--- src/rtl/hazard_pkg.sv ---
// rtl/hazard_pkg.sv - shared codes and types for the pipeline hazard controller
package hazard_pkg;

    localparam int DEFAULT_REG_ADDR_W = 5;

    localparam logic [1:0] FWD_REG = 2'b00;
    localparam logic [1:0] FWD_WB  = 2'b01;
    localparam logic [1:0] FWD_MEM = 2'b10;
    localparam logic [1:0] FWD_LUI = 2'b11;

    typedef enum logic {
        RUN      = 1'b0,
        MEM_WAIT = 1'b1
    } hazardState_t;

endpackage

--- src/rtl/hazard_stage_reg.sv ---
// rtl/hazard_stage_reg.sv - one tracking stage with hold and bubble controls
module hazard_stage_reg #(
    parameter int WIDTH = 1
) (
    input  logic             clk,
    input  logic             reset,
    input  logic             hold,
    input  logic             bubble,
    input  logic [WIDTH-1:0] d,
    output logic [WIDTH-1:0] q
);

    always_ff @(posedge clk or posedge reset) begin
        if (reset) begin
            q <= '0;
        end else if (!hold) begin
            q <= bubble ? '0 : d;
        end
    end

endmodule

--- src/rtl/hazard_control_unit.sv ---
// rtl/hazard_control_unit.sv - stall, flush, freeze and forwarding control for the 5-stage pipeline
module hazard_control_unit
    import hazard_pkg::*;
#(
    parameter int REG_ADDR_W = DEFAULT_REG_ADDR_W,
    parameter int MEM_LAT    = 2
) (
    input  logic                  clk,
    input  logic                  reset,
    input  logic [REG_ADDR_W-1:0] rs1D,
    input  logic [REG_ADDR_W-1:0] rs2D,
    input  logic [REG_ADDR_W-1:0] rdD,
    input  logic                  regWriteD,
    input  logic                  memReadD,
    input  logic                  memWriteD,
    input  logic                  luiD,
    input  logic                  branchTakenE,
    output logic                  stallF,
    output logic                  stallD,
    output logic                  flushD,
    output logic                  flushE,
    output logic                  freeze,
    output logic [1:0]            fwdAE,
    output logic [1:0]            fwdBE
);

    localparam int EW    = 3 * REG_ADDR_W + 4;
    localparam int MW    = REG_ADDR_W + 3;
    localparam int WW    = REG_ADDR_W + 1;
    localparam int CNT_W = $clog2(MEM_LAT) + 1;
    localparam logic [CNT_W-1:0] CNT_LOAD = CNT_W'(MEM_LAT - 1);
    localparam logic [CNT_W-1:0] CNT_LAST = CNT_W'(1);

    logic [REG_ADDR_W-1:0] rs1E, rs2E, rdE, rdM, rdW;
    logic                  regWriteE, memReadE, memAccessE, luiE;
    logic                  regWriteM, memAccessM, luiM;
    logic                  regWriteW;
    logic [EW-1:0]         eQ;
    logic [MW-1:0]         mQ;
    logic [WW-1:0]         wQ;

    hazardState_t          state;
    logic [CNT_W-1:0]      cnt;
    logic                  run, loadUse;
    logic                  memHitA, memHitB, wbHitA, wbHitB;

    hazard_stage_reg #(.WIDTH(EW)) stageE (
        .clk    (clk),
        .reset  (reset),
        .hold   (freeze),
        .bubble (flushE),
        .d      ({rs1D, rs2D, rdD, regWriteD, memReadD, memReadD | memWriteD, luiD}),
        .q      (eQ)
    );

    hazard_stage_reg #(.WIDTH(MW)) stageM (
        .clk    (clk),
        .reset  (reset),
        .hold   (freeze),
        .bubble (1'b0),
        .d      ({rdE, regWriteE, memAccessE, luiE}),
        .q      (mQ)
    );

    hazard_stage_reg #(.WIDTH(WW)) stageW (
        .clk    (clk),
        .reset  (reset),
        .hold   (freeze),
        .bubble (1'b0),
        .d      ({rdM, regWriteM}),
        .q      (wQ)
    );

    assign {rs1E, rs2E, rdE, regWriteE, memReadE, memAccessE, luiE} = eQ;
    assign {rdM, regWriteM, memAccessM, luiM}                       = mQ;
    assign {rdW, regWriteW}                                         = wQ;

    // The wait is always opened by the access now parked in M, so both terms agree.
    assign freeze = (state == MEM_WAIT) && memAccessM;
    assign run    = !freeze;

    always_ff @(posedge clk or posedge reset) begin
        if (reset) begin
            state <= RUN;
            cnt   <= '0;
        end else begin
            case (state)
                RUN: begin
                    if ((MEM_LAT > 1) && memAccessE) begin
                        state <= MEM_WAIT;
                        cnt   <= CNT_LOAD;
                    end
                end
                MEM_WAIT: begin
                    cnt <= cnt - CNT_LAST;
                    if (cnt == CNT_LAST) begin
                        state <= RUN;
                    end
                end
                default: begin
                    state <= RUN;
                    cnt   <= '0;
                end
            endcase
        end
    end

    assign loadUse = memReadE && (rdE != '0) && ((rdE == rs1D) || (rdE == rs2D));

    // A taken branch squashes the dependent instruction, so it overrides the stall.
    assign stallF = run && loadUse && !branchTakenE;
    assign stallD = stallF;
    assign flushD = run && branchTakenE;
    assign flushE = run && (branchTakenE || loadUse);

    assign memHitA = regWriteM && (rdM != '0) && (rdM == rs1E);
    assign memHitB = regWriteM && (rdM != '0) && (rdM == rs2E);
    assign wbHitA  = regWriteW && (rdW != '0) && (rdW == rs1E);
    assign wbHitB  = regWriteW && (rdW != '0) && (rdW == rs2E);

    always_comb begin
        fwdAE = FWD_REG;
        if (memHitA) begin
            fwdAE = luiM ? FWD_LUI : FWD_MEM;
        end else if (wbHitA) begin
            fwdAE = FWD_WB;
        end
    end

    always_comb begin
        fwdBE = FWD_REG;
        if (memHitB) begin
            fwdBE = luiM ? FWD_LUI : FWD_MEM;
        end else if (wbHitB) begin
            fwdBE = FWD_WB;
        end
    end

endmodule

--- config.mk ---
export PLATFORM = sky130hd
export DESIGN_NAME = hazard_control_unit
export DESIGN_NICKNAME = d
export VERILOG_FILES = /design/src/rtl/hazard_pkg.sv /design/src/rtl/hazard_stage_reg.sv /design/src/rtl/hazard_control_unit.sv
export SDC_FILE = /design/constraint.sdc
export NUM_CORES = 1
export LEC_CHECK = 0
export CORE_UTILIZATION = 57
export DETAILED_ROUTE_END_ITERATION = 10
export GPL_ROUTABILITY_DRIVEN = 0
export GPL_TIMING_DRIVEN = 0
export PLACE_DENSITY = 0.95
export SLEW_MARGIN = 20
export SYNTH_ARGS = -nofsm -noshare
export SYNTH_HDL_FRONTEND = slang
export SYNTH_SLANG_ARGS = --single-unit
--- constraint.sdc ---
create_clock -name clk -period 3.2 [get_ports clk]
set_clock_uncertainty 0.15 [all_clocks]
set_input_delay 0.64 -clock clk [delete_from_list [all_inputs] [get_ports clk]]
set_output_delay 0.64 -clock clk [all_outputs]
set_load 0.1 [all_outputs]
==> results of run 1 <==
power groups by stage:
stage          combinational, µW  sequential [µW]  clock [µW]
6_report                    1290              947         364
5_1_grt                     1430              974         386
4_1_cts                     1290              943         369
3_5_place_dp                1290              951           0
3_3_place_gp                1250              937           0
2_1_floorplan               1040              871           0
path summary, 6_finish.rpt:
check | from | end | slack (ps) | depth (start not counted)
worst max-delay path | rs2D[4] | stallD | 50 | 6
worst min-delay path | cnt[0] | cnt[0] | 340 | 1
worst max register to register | state | stageE.q[3] | 1190 | 6
worst min register to register | cnt[0] | cnt[0] | 340 | 1
max in group asynchronous | reset | stageE.q[11] | 1860 | 2
min in group asynchronous | reset | stageM.q[0] | 550 | 2
Yosys cell counts, drive strengths merged (3+ instances only):
library cell  number
xnor2             22
a21oi              3
o21ai             23
nand3              6
clkbuf             8
nor4               5
or4                3
nand2             61
buf                8
a32oi             18
dfrtp             36
xor2               8
through the flow:
| stage | setup WS [ps] | instances |
|---|---|---|
| 2_1_floorplan | -151.5 | 218 |
| 3_3_place_gp | -877.3 | 294 |
| 3_5_place_dp | -875.1 | 294 |
| 4_1_cts | 20.67 | 302 |
| 5_1_grt | -18.66 | 302 |
| 6_report | 50.26 | 302 |
cells by family after synthesis:
family	count (synthesis)
AO/OA/AOI/OAI	50
XOR/XNOR	30
adder cells (fa/ha/maj)	1
buffers and inverters	19
flip-flops	36
multiplexers	2
AND/OR/NAND/NOR	80
registers in the layout (all words and copies together) (netlist names):
| register | cells |
|---|---|
| stageE.q | 19 |
| stageM.q | 8 |
| stageW.q | 6 |
| cnt | 2 |
| state | 1 |
what timing repair did:
item	in CTS	in global routing
cloned	0	0
gates resized for setup	38	9
endpoints found under the hold margin	0	0
setup buffers	0	0
endpoints found under the setup margin	9	6
layer usage:
metal	vias up	wire (µm)	global-route usage, %
li1	838	-	-
met1	810	1929	37.81
met2	72	2274	46.78
met3	11	268	6.397
met4	0	76	9.416
met5	-	0	0
final cells by class:
class	instances	area (µm²)
Clock inverter	1	30.03
Clock buffer	7	65.06
Inverter	3	11.26
Tap cell	46	57.56
Fill cell	262	850.8
Sequential cell	36	900.9
Timing Repair Buffer	30	291.5
Multi-Input combinational cell	163	1036
Buffer	16	93.84
cell usage in the layout, fill, tap and decap left out, drive strengths merged, types with 2 or more instances in the layout:
master / count
a21oi: 3
a32oi: 18
buf: 15
clkbuf: 14
clkdlybuf4s50: 20
dfrtp: 36
inv: 2
mux2: 2
nand2: 61
nand3: 6
nor2: 2
nor4: 5
o21ai: 23
or4: 3
xnor2: 22
xor2: 8
worst register-to-register path, delay by kind of cell, from the launching register on:
kind | cells | cell delay (ps)
AOI/OAI and AO/OA | 2 | 430
DFF | 1 | 370
buffers and inverters | 3 | 750
and+or+nand+nor | 1 | 180
==> results.tsv, run 1 <==
stage	metric	value	unit
detailed_routing	drc	0	
synthesis	yosys-top-cells-area	dfrtp_1 (46%), nand2_1 (12%), xnor2_1 (9.7%), a32oi_1 (8.0%), o21ai_0 (4.3%)	
synthesis	synthArstFlopShare	100.0	%
setup_path	critPathMaxStageDelay	550	ps
power_and_ir_drop	switching_share	46.47	%
clock_network	cts.path.max_buffers	2	
clock_network	clk_latency	350	ps
setup_path	path_buf_inv	2	
sta	relSlewSlack	37.11	%
setup_path	end_kind	output port	
synthesis	synth_edf_count	0	
synthesis	synth_top_family_by_area	compound AO/OA/AOI/OAI gates	
place	port-buffer-count	30	
outcome	status	complete, no violations	
setup_path	path_cells	clkdlybuf4s50_1, xnor2_1, nand3_1, o22a_1, nor4_4, buf_4	
detailed_routing	post_drt_via_cell_ratio	5.732	
clock_network	hold_buffers	0	
setup_path	cp-start-kind	input port	
detailed_routing	first_pass_iters	5	
power_and_ir_drop	pwr-share-clk	14.0	%
sta	fin_hold_ws	338.5	ps
synthesis	syn-cell-area	1977	µm²
floorplan	die_w	60.89	µm
detailed_routing	drt_wl_total	4549	µm
synthesis	synth_top_area_share	45.57	%
finish	fin_nets	278	
synthesis	synthCells	218	
global_route	gr-total-overflow	0	
power_and_ir_drop	net-switching-power	1209	µW
sta	grt_setup_unrepaired	true	
min_path	hold_path_class	reg2reg	
detailed_routing	num_vias	1731	
power_and_ir_drop	internal_power	1393	µW
sta	tightest_slew	947.1	ps
synthesis	yosysWarnings	0	
clock_network	cts_htree_levels	2	
power_and_ir_drop	p_per_area	1047	nW/µm²
global_route	grt_pass1_wl	7555	µm
floorplan	dieArea	3708	µm²
global_route	grt_util_all_layers	28.59	%
sta	finalCritPeriodShare	98.43	%
power_and_ir_drop	seqPwrFrac	36.4	%
place	hpwlAfterDp	3280	µm
flow_run	maxCapViolations	0	
detailed_routing	drt_iter0_markers	126	
clock_network	cts-root-buf	clkbuf_4	
synthesis	synthDistinctLibCells	31	
synthesis	yosysSeqAreaShare	45.57	%
synthesis	synth_area_leader_cell	dfrtp_1	
setup_path	crit_slowest_cell	clkdlybuf4s50_1	
synthesis	synth.ff_latch_count	36	
finish	diodes	0	
setup_path	cp_data_arrival_time	2360	ps
sta	clock.fmax	317.5	MHz
setup_path	required	2410	ps
detailed_routing	wl_per_cell	15.06	µm
floorplan	dieHeight	60.89	µm
clock_network	clkSinkCount	36	
finish	drive_gt1_share	14.06	%
global_route	grt_antenna_before_repair	0	
floorplan	num_rows	21	
floorplan	core	3337	µm²
clock_network	cts.clk_slew.worst_paths	100	ps
floorplan	pin_count	31	
synthesis	synth_compound_area_share	17.22	%
power_and_ir_drop	combPwrFrac	49.6	%
sta	slew_violations	0	
place	place_area	2399	µm²
finish	area_growth	25.76	%
finish	utilization	74.50	%
clock_network	numCtsBuffers	5	
sta	final.setup.tns	0	ps
sta	setup_viol	0	
synthesis	synthSimpleGateAreaFrac	17.09	%
sta	min_period	3150	ps
synthesis	synthAdderAreaFrac	0.6329	%
finish	stdcell_area	2486	µm²
detailed_routing	ant_nets	0	
synthesis	syn_nets	241	
global_route	grt_pass1_vias	1593	
floorplan	start_util	59.24	%
power_and_ir_drop	leakagePower	0.001084	µW
global_route	grt_max_degree	37	
synthesis	synth-xor-area-share	13.29	%
synthesis	synth.area.mux_share	1.139	%
power_and_ir_drop	p_total	2602	µW
setup_path	crit_family	buffers and inverters	
clock_network	cts_tree	done	
setup_path	crit_fanout	3	
synthesis	syn_avg_cell_area	9.068	µm²
synthesis	synth-main-ff-cell	dfrtp_1	
sta	hold_viol	0	
power_and_ir_drop	ir_worst_vdd	0.6131	mV
setup_path	crit_type	in2out	
No activity file was read; power rests on OpenSTA's default activity.
==> inputs of run 2 (changes only) <==
- PLACE_DENSITY: 0.95 -> 0.88
==> run 2 against run 1 <==
Count of clock-buffer cells in the layout down 1; wire length down 0.31%; clock power down 38%; critical path depth unchanged; first-iteration DRC count down 30%; combinational power about the same; critical path type unchanged; critical endpoint unchanged; largest cell class unchanged.
==> results.tsv, run 2 (same netlist as run 1, synthesis figures left out) <==
stage	metric	value	unit	change
setup_path	crit_type	in2out		unchanged
setup_path	critPathMaxStageDelay	560	ps	was 550 ps
sta	tightest_slew	946.9	ps	was 947.1 ps
setup_path	crit_fanout	3		unchanged
sta	fin_hold_ws	324.6	ps	was 338.5 ps
finish	regMostFlops	stageE.q		unchanged
min_path	hold_path_class	reg2reg		unchanged
detailed_routing	num_vias	1710		was 1731
floorplan	start_util	59.24	%	unchanged
global_route	grt_pass1_vias	1588		was 1593
floorplan	core	3337	µm²	unchanged
min_path	min_from	stageW.q[0]		was cnt[0]
setup_path	rr_worst_depth	6		unchanged
floorplan	dieArea	3708	µm²	unchanged
power_and_ir_drop	ir_worst_vdd	0.5259	mV	was 0.6131 mV
setup_path	cp-start-kind	input port		unchanged
clock_network	clk_latency	330	ps	was 350 ps
finish	diodes	0		unchanged
detailed_routing	first_pass_iters	4		was 5
finish	fin_nets	278		unchanged
clock_network	cts-root-buf	clkbuf_4		unchanged
setup_path	end_kind	output port		unchanged
global_route	grt_util_all_layers	28.15	%	was 28.59%
sta	layout_setup_ws	60.42	ps	was 50.26 ps
global_route	gr-total-overflow	0		unchanged
setup_path	ff2ff_setup_slack	1260	ps	was 1190 ps
min_path	min_to	stageW.q[0]		was cnt[0]
setup_path	path_buf_inv	2		unchanged
finish	final_cell_mix	nand2_1 (61), dfrtp_1 (36), clkdlybuf4s50_1 (21)		was nand2_1 (61), dfrtp_1 (36), clkdlybuf4s50_1 (20)
global_route	grt_max_degree	37		unchanged
setup_path	timing.rr.end	stageE.q[17]		was stageE.q[3]
outcome	status	complete, no violations		unchanged
setup_path	required	2410	ps	about the same
sta	grt_setup_unrepaired	true		unchanged
floorplan	pin_count	31		unchanged
global_route	grt_antenna_before_repair	0		unchanged
finish	utilization	73.15	%	was 74.50%
detailed_routing	wl_per_cell	15.07	µm	was 15.06 µm
detailed_routing	ant_nets	0		unchanged
clock_network	hold_buffers	0		unchanged
clock_network	clkSinkCount	36		unchanged
sta	hold_viol	0		unchanged
finish	largest_reg_flops	19		unchanged
sta	clock.fmax	318.5	MHz	was 317.5 MHz
floorplan	dieHeight	60.89	µm	unchanged
clock_network	cts_htree_levels	2		unchanged
floorplan	num_rows	21		unchanged
sta	slew_violations	0		unchanged
clock_network	cts_tree	done		unchanged
power_and_ir_drop	p_per_area	1011	nW/µm²	was 1047 nW/µm²
setup_path	timing.rr.start	state		unchanged
clock_network	cts.clk_slew.worst_paths	100	ps	about the same
sta	final.setup.tns	0	ps	unchanged
power_and_ir_drop	leakagePower	0.001050	µW	was 0.001084 µW
floorplan	die_w	60.89	µm	unchanged
setup_path	crit_family	buffers and inverters		unchanged
finish	area_growth	23.48	%	was 25.76%
sta	relSlewSlack	37.13	%	was 37.11%
setup_path	crit_slowest_cell	clkdlybuf4s50_1		unchanged
sta	finalCritPeriodShare	98.11	%	was 98.43%
place	port-buffer-count	30		unchanged
clock_network	post_cts_buffers	0		unchanged
setup_path	cp_data_arrival_time	2350	ps	was 2360 ps
min_path	worstHoldPathCells	2		was 1
detailed_routing	post_drt_via_cell_ratio	5.681		was 5.732
detailed_routing	drc	0		unchanged
global_route	grt_pass1_wl	7555	µm	unchanged
sta	min_period	3140	ps	was 3150 ps
place	dp_slack	-907.4	ps	was -875.1 ps
finish	drive_gt1_share	13.33	%	was 14.06%
detailed_routing	drt_wl_total	4535	µm	was 4549 µm
place	hpwlAfterDp	3303	µm	was 3280 µm
sta	setup_viol	0		unchanged
setup_path	path_cells	clkdlybuf4s50_1, xnor2_2, nand3_1, o22a_1, nor4_4, buf_4		was clkdlybuf4s50_1, xnor2_1, nand3_1, o22a_1, nor4_4, buf_4
detailed_routing	drt_iter0_markers	88		was 126
clock_network	numCtsBuffers	5		unchanged
clock_network	cts.path.max_buffers	2		unchanged
finish	final_common_cell	nand2_1		unchanged
flow_run	maxCapViolations	0		unchanged
finish	top_regs	stageE.q (19), stageM.q (8), stageW.q (6)		unchanged
## run 2: worst min-delay path, stage by stage, from the launching register on
cell and delay [ps]:
dfrtp_1 360, nand2_1 50, nand2_1 40
## run 2: per-stage QoR
step           cell area, µm²  std cells  total power, µW
2_1_floorplan            2041        218             1915
3_3_place_gp             2399        294             2201
3_5_place_dp             2399        294             2252
4_1_cts                  2437        301             2463
5_1_grt                  2441        301             2652
6_report                 2441        301             2469
## run 2: cell type report
type	instances	area, µm²
flip-flops and latches	36	900.9
well taps	46	57.56
fillers	276	895.9
clock inverters	1	5.005
inverters	3	11.26
multi-input cells	163	1036
clock buffers	6	41.29
plain buffers	16	93.84
repair buffers	30	295.3
## run 2: what timing repair did
item	in CTS	in global routing
pin swaps	0	0
endpoints found under the hold margin	0	0
gates resized for setup	37	7
gates cloned	0	0
endpoints found under the setup margin	9	5
## run 2: report_power, final
| part | switching (µW) | total [µW] | internal, µW | leakage (µW) |
|---|---|---|---|---|
| Combinational | 780 | 1300 | 519 | 0.000575 |
| Sequential | 278 | 944 | 667 | 0.000447 |
| Clock | 144 | 225 | 81.0 | 0.0000281 |
## run 2: routing by layer
metal,global-route usage [%],wire length (µm)
met5,0,0
met4,5.844,23
met3,5.757,222
met2,46.78,2229
met1,38.34,2058
## run 2: how the worst max path moves through the flow
| stage | startpoint | end | slack (ps) | depth (start not counted) |
|---|---|---|---|---|
| after floorplan | rs1D[2] | stallF | -150 | 5 |
| after global placement | rs1D[0] | flushE | -880 | 7 |
| after global routing | rs1D[2] | stallD | -20 | 6 |
| after CTS | rs1D[4] | stallF | 2 | 7 |
| final | rs1D[2] | stallD | 60 | 6 |
| after detailed placement | rs1D[4] | flushE | -910 | 7 |
